===== config.mk =====
export PLATFORM = sky130hd
export DESIGN_NAME = fir_mac_scheduler
export DESIGN_NICKNAME = d
export VERILOG_FILES = /design/src/rtl/fir_mac_scheduler_pkg.sv /design/src/rtl/fir_mac.sv /design/src/rtl/fir_mac_scheduler.sv
export SDC_FILE = /design/constraint.sdc
export NUM_CORES = 2
export LEC_CHECK = 0
export ABC_AREA = 1
export BUFFER_PORTS_ARGS = -buffer_cell sky130_fd_sc_hd__clkbuf_2
export CAP_MARGIN = 25
export CORE_UTILIZATION = 35
export DETAILED_ROUTE_END_ITERATION = 12
export PLACE_DENSITY = 0.56
export SETUP_SLACK_MARGIN = 0.05
export SKIP_LAST_GASP = 1
export SYNTH_ARGS = -nofsm -noshare
export SYNTH_HDL_FRONTEND = slang
export SYNTH_HIERARCHICAL = 1
export SYNTH_SLANG_ARGS = --single-unit

===== constraint.sdc =====
create_clock -name clock -period 3.6 [get_ports clock]
set_input_delay 0.18 -clock clock [delete_from_list [all_inputs] [get_ports clock]]
set_output_delay 0.18 -clock clock [all_outputs]
set_load 0.01 [all_outputs]

===== src/rtl/fir_mac_scheduler_pkg.sv =====
// Shared constants, FSM state type and the dequantize helper for the FIR MAC scheduler.
package fir_mac_scheduler_pkg;

  localparam int unsigned DATA_WIDTH = 32;
  localparam int unsigned BITS       = 10;
  localparam int unsigned MAX_TAPS   = 32;
  localparam int unsigned PROD_WIDTH = 2 * DATA_WIDTH;

  typedef enum logic [1:0] {S_IDLE, S_RUN, S_DRAIN, S_DONE} mac_sched_state_t;

  // Drop BITS fractional bits, rounding toward zero for negative products.
  function automatic logic signed [PROD_WIDTH-1:0] dequantize_i(
    input logic signed [PROD_WIDTH-1:0] p
  );
    if (p[PROD_WIDTH-1]) return -((-p) >>> BITS);
    return p >>> BITS;
  endfunction

endpackage


===== src/rtl/fir_mac.sv =====
// Shared multiply / dequantize / accumulate datapath with a single accumulator register.
module fir_mac
  import fir_mac_scheduler_pkg::*;
(
  input  logic                         clock,
  input  logic                         reset_n,
  input  logic                         mac_en,
  input  logic                         clr,
  input  logic signed [DATA_WIDTH-1:0] samp,
  input  logic signed [DATA_WIDTH-1:0] coef,
  output logic signed [DATA_WIDTH-1:0] acc
);

  logic signed [PROD_WIDTH-1:0] prod_c;
  logic signed [DATA_WIDTH-1:0] term_c;

  always_comb begin
    prod_c = PROD_WIDTH'(samp) * PROD_WIDTH'(coef);
    term_c = DATA_WIDTH'(dequantize_i(prod_c));
  end

  // Accumulator wraps in two's complement; clear wins over accumulate.
  always_ff @(posedge clock or negedge reset_n) begin
    if (!reset_n)    acc <= '0;
    else if (clr)    acc <= '0;
    else if (mac_en) acc <= acc + term_c;
  end

endmodule


===== src/rtl/fir_mac_scheduler.sv =====
// Round-robin scheduler sharing one FIR MAC among NUM_REQ clients, one result per job.
module fir_mac_scheduler
  import fir_mac_scheduler_pkg::*;
#(
  parameter int unsigned NUM_REQ = 4,
  parameter int unsigned TAPS    = MAX_TAPS
)(
  input  logic                                                  clock,
  input  logic                                                  reset_n,
  input  logic [NUM_REQ-1:0]                                    req_valid,
  output logic [NUM_REQ-1:0]                                    req_grant,
  output logic                                                  rd_en,
  output logic [((NUM_REQ > 1) ? $clog2(NUM_REQ) : 1)-1:0]      rd_sel,
  output logic [$clog2(TAPS)-1:0]                               rd_tap,
  input  logic signed [DATA_WIDTH-1:0]                          samp_rdata,
  input  logic signed [DATA_WIDTH-1:0]                          coef_rdata,
  output logic                                                  res_valid,
  output logic [((NUM_REQ > 1) ? $clog2(NUM_REQ) : 1)-1:0]      res_id,
  output logic signed [DATA_WIDTH-1:0]                          res_data,
  input  logic                                                  res_ready,
  output logic                                                  busy
);

  localparam int unsigned ID_W  = (NUM_REQ > 1) ? $clog2(NUM_REQ) : 1;
  localparam int unsigned TAP_W = $clog2(TAPS);

  mac_sched_state_t              state;
  logic [ID_W-1:0]               rr_ptr;
  logic [ID_W-1:0]               cur_id;
  logic [ID_W-1:0]               winner_c;
  logic [TAP_W-1:0]              tap;
  logic                          mac_en;
  logic                          clr_c;
  logic signed [DATA_WIDTH-1:0]  acc;

  function automatic logic [ID_W-1:0] rr_offset(input logic [ID_W-1:0] base,
                                                input int unsigned k);
    return ID_W'((32'(base) + k) % NUM_REQ);
  endfunction

  // Scan from the far end so the requester closest to rr_ptr is written last.
  always_comb begin
    winner_c = rr_ptr;
    for (int k = NUM_REQ - 1; k >= 0; k--) begin
      if (req_valid[rr_offset(rr_ptr, 32'(k))]) winner_c = rr_offset(rr_ptr, 32'(k));
    end
  end

  assign clr_c    = (state == S_IDLE) && (|req_valid);
  assign res_data = acc;

  always_ff @(posedge clock or negedge reset_n) begin
    if (!reset_n) begin
      state     <= S_IDLE;
      rr_ptr    <= '0;
      cur_id    <= '0;
      tap       <= '0;
      req_grant <= '0;
      rd_en     <= 1'b0;
      rd_sel    <= '0;
      rd_tap    <= '0;
      mac_en    <= 1'b0;
      res_valid <= 1'b0;
      res_id    <= '0;
      busy      <= 1'b0;
    end else begin
      mac_en    <= rd_en;
      req_grant <= '0;
      case (state)
        S_IDLE: begin
          if (|req_valid) begin
            state     <= S_RUN;
            cur_id    <= winner_c;
            tap       <= '0;
            req_grant <= NUM_REQ'(1) << winner_c;
            rd_en     <= 1'b1;
            rd_sel    <= winner_c;
            rd_tap    <= '0;
            busy      <= 1'b1;
          end
        end
        S_RUN: begin
          if (tap == TAP_W'(TAPS - 1)) begin
            state <= S_DRAIN;
            rd_en <= 1'b0;
          end else begin
            tap    <= tap + 1'b1;
            rd_tap <= tap + 1'b1;
          end
        end
        // Last product lands in acc on this edge, so res_data is final in DONE.
        S_DRAIN: begin
          state     <= S_DONE;
          res_valid <= 1'b1;
          res_id    <= cur_id;
        end
        S_DONE: begin
          if (res_ready) begin
            state     <= S_IDLE;
            res_valid <= 1'b0;
            busy      <= 1'b0;
            rr_ptr    <= rr_offset(cur_id, 1);
          end
        end
        default: state <= S_IDLE;
      endcase
    end
  end

  fir_mac u_mac (
    .clock   (clock),
    .reset_n (reset_n),
    .mac_en  (mac_en),
    .clr     (clr_c),
    .samp    (samp_rdata),
    .coef    (coef_rdata),
    .acc     (acc)
  );

endmodule

==> metrics <==
DRC viols=6; Critical Path AT=9.61 ns; Initial DRC Count=2,076; Final setup viols=32; first-pass GRT wire length=211,800 µm; Slew @ Worst Pin=0.4839 ns; post-synthesis compound-gate area fraction=2.780%; type of the most critical hold path=input port to flop; htree depth=2; number of synthesized register bits=53; Clock transition at path regs=0.08 ns; vias in the first global route=40,422; Post-Syn Nets=7,170; Synth Area in Simple Gates=20.16%; layout cells sized above 1=20.73%; global route overflow=0; final hold vios=0; unrepaired setup endpoints after global routing=yes; # fillers=12,407; cell mode on critical path=buf_4; fin nets=7,911; Post-DP Area=52,060 µm²; largest net degree at the start of global routing=33; top area cells in the synthesized netlist=fa_1 49%, inv_1 15%, nand2_1 14%; total track usage=21.03%; sequential fraction of the synthesis area=3.019%; number of cell rows=129; Routed Antenna Nets=0; syn_area_per_cell=7.583 µm²; Post-synth EDFFs=0; Die Area=127,000 µm²; cell area after layout=54,870 µm²; CP Max Fanout=8; top cell type's share of synthesized area=49.35%; area leader, netlist=fa_1; root buffer cell=clkbuf_16; outcome=complete, but fails checks; commonest non-fill, non-tap cell in the layout=inv_1; DR vias=37,338; port bufs=118; clk_lat worst skew=0.31 ns; Bufs on Longest Clock Path=2; min Tclk post-route=9.419 ns; number of synthesis warnings=6; period utilization=261.6%; die span in x=356.3 µm; multiplexer share of the synthesized area=0.02563%; final setup margin=-5.819 ns; failing checks=design-rule violations, negative setup slack; DR vias/cell=4.567; Max-Slew Margin vs Limit=67.54%; slowest cell on the critical path=fa_2; Slew Limit Fails=0; Synth Instances=5,794; Register Area=1326 µm²; CP Capture Type=flop; gpl congestion=0.9163; Ports=119; Multi-input gate area=36,230 µm²; TritonCTS clock tree=yes; initial core utilization=35.40%; Area Growth Syn to Fin=24.90%; largest family of logic cells by synthesized area=adder cells; clock sink count=53; DPL Wire Length=113,100 µm; Pre-antenna DRT Iters=10; Routed WL per cell=16.34 µm; initial antenna violation count=5; most frequent cells in the layout=1,763 x inv_1, 1,573 x nand2_1, 1,064 x fa_1, 700 x buf_4, 200 x ha_1; Max Freq=106.2 MHz; ys async rst share=100.0%; total core area=124,100 µm²; CP Class=input port to flop; Yosys cell types=62; critical path startpoint category=input port; TritonCTS buffer count=5; ys flop type=dfrtp_1; max_cap viols=0; Die Span Y=356.3 µm; Mapped Area=43,930 µm²; Max stage delay on crit path=0.63 ns; critical path data required time=3.79 ns; Final Skew=0.009393 ns; xor and xnor area share after synthesis=1.011%; final wirelength=133,600 µm; Post-Synth Adder-Cell Area=55.67%
## cells in the mapped netlist, types with 3 or more instances
library cell / instances
nand2_4: 4
buf_2: 3
nor2_4: 7
inv_1: 1789
nand2_2: 31
dfrtp_1: 53
nand2_1: 1643
nand3_2: 5
a21oi_1: 93
o31ai_1: 9
nor2_1: 183
xor2_1: 30
or2_2: 33
clkinv_1: 3
ha_1: 222
or2_0: 3
o221ai_1: 3
clkbuf_1: 201
o21bai_1: 5
nor3_1: 14
o21a_1: 7
o21ai_0: 79
nor2_2: 28
nand4_1: 65
inv_2: 24
nor4_1: 3
fa_1: 1083
nand3_1: 106
xnor2_1: 17
nand3b_1: 3
o21ai_1: 5
## final cells by class
type                       instances  area share (%)
clock buffer                       5          0.2280
antenna                            3         0.01368
tap                             1637           3.733
sequential                        53           2.417
multi-input combinational       3717           66.03
timing repair buffer             940           15.06
clock inverter                     3         0.05244
inverter                        1818           12.47
## sequential cells by signal, indices dropped and copies added (netlist names)
signal,cells
res_valid,1
u_mac/acc,32
mac_en,1
req_grant,4
rd_en,1
busy,1
state,2
res_id,2
tap,5
rr_ptr,2
cur_id,2
## metrics by stage
stage | TNS, ns | hold slack [ns] | utilization (%) | instances | worst slack, ns
floorplan | -163.18 | -0.1156 | - | 5794 | -5.664
global placement | -188.17 | 0.4071 | 41.93 | 8033 | -6.403
detailed placement | -188.55 | 0.1247 | 41.95 | 8034 | -6.393
CTS | -169.53 | 0.07656 | 42.86 | 8119 | -5.679
global route | -183.78 | 0.08604 | 44.21 | 8175 | -6.208
finish | -171.99 | 0.08083 | 44.21 | 8176 | -5.819
## kinds of logic (layout without fill, tap and decap cells)
logic type | Yosys count | in the layout
AND/OR/NAND/NOR | 2143 | 2143
buffers and inverters | 2024 | 2766
adder cells (fa/ha/maj) | 1305 | 1305
AO/OA/AOI/OAI | 219 | 219
flip-flops | 53 | 53
XOR/XNOR | 49 | 49
multiplexers | 1 | 1
other | 0 | 3
## routing by layer
metal,up-vias,global-route usage (%),routed length (µm),share of wire (%)
met4,2,5.502,4144,3.1
met2,789,39.07,68350,51
li1,17667,-,-,-
met1,18696,26.56,55850,42
met3,184,0.8440,5195,3.9
met5,-,0,13,0.0097
## final timing paths
| kind | from | end | slack, ns | depth (start not counted) |
|---|---|---|---|---|
| max | coef_rdata[3] | u_mac/acc[7] | -5.82 | 53 |
| min | res_ready | res_valid | 0.08 | 2 |
| max reg2reg | u_mac/acc[0] | u_mac/acc[30] | 0.55 | 20 |
| min reg2reg | rd_en | mac_en | 0.43 | 0 |
| max in group asynchronous | reset_n | res_id[0] | 2.73 | 3 |
| min in group asynchronous | reset_n | u_mac/acc[21] | 0.33 | 2 |
## worst max-delay path, delay by kind of cell
kind | cells | cell delay, ns
buffers and inverters | 23 | 2.38
AOI/OAI and AO/OA | 7 | 0.85
adders and majority gates | 10 | 4.64
and+or+nand+nor | 13 | 1.52
## timing repair
item / in CTS / in global routing
cloned: 0 / 17
buffers inserted: 78 / 44
hold endpoints to repair: 12 / 0
pin swaps: 44 / 119
hold buffers: 1 / 0
setup endpoints to repair: 32 / 32
gates resized for setup: 113 / 283
Power is left out: the tool's default activity adds up to more than one toggle a clock period on the data nets, which glitch-free logic cannot reach.
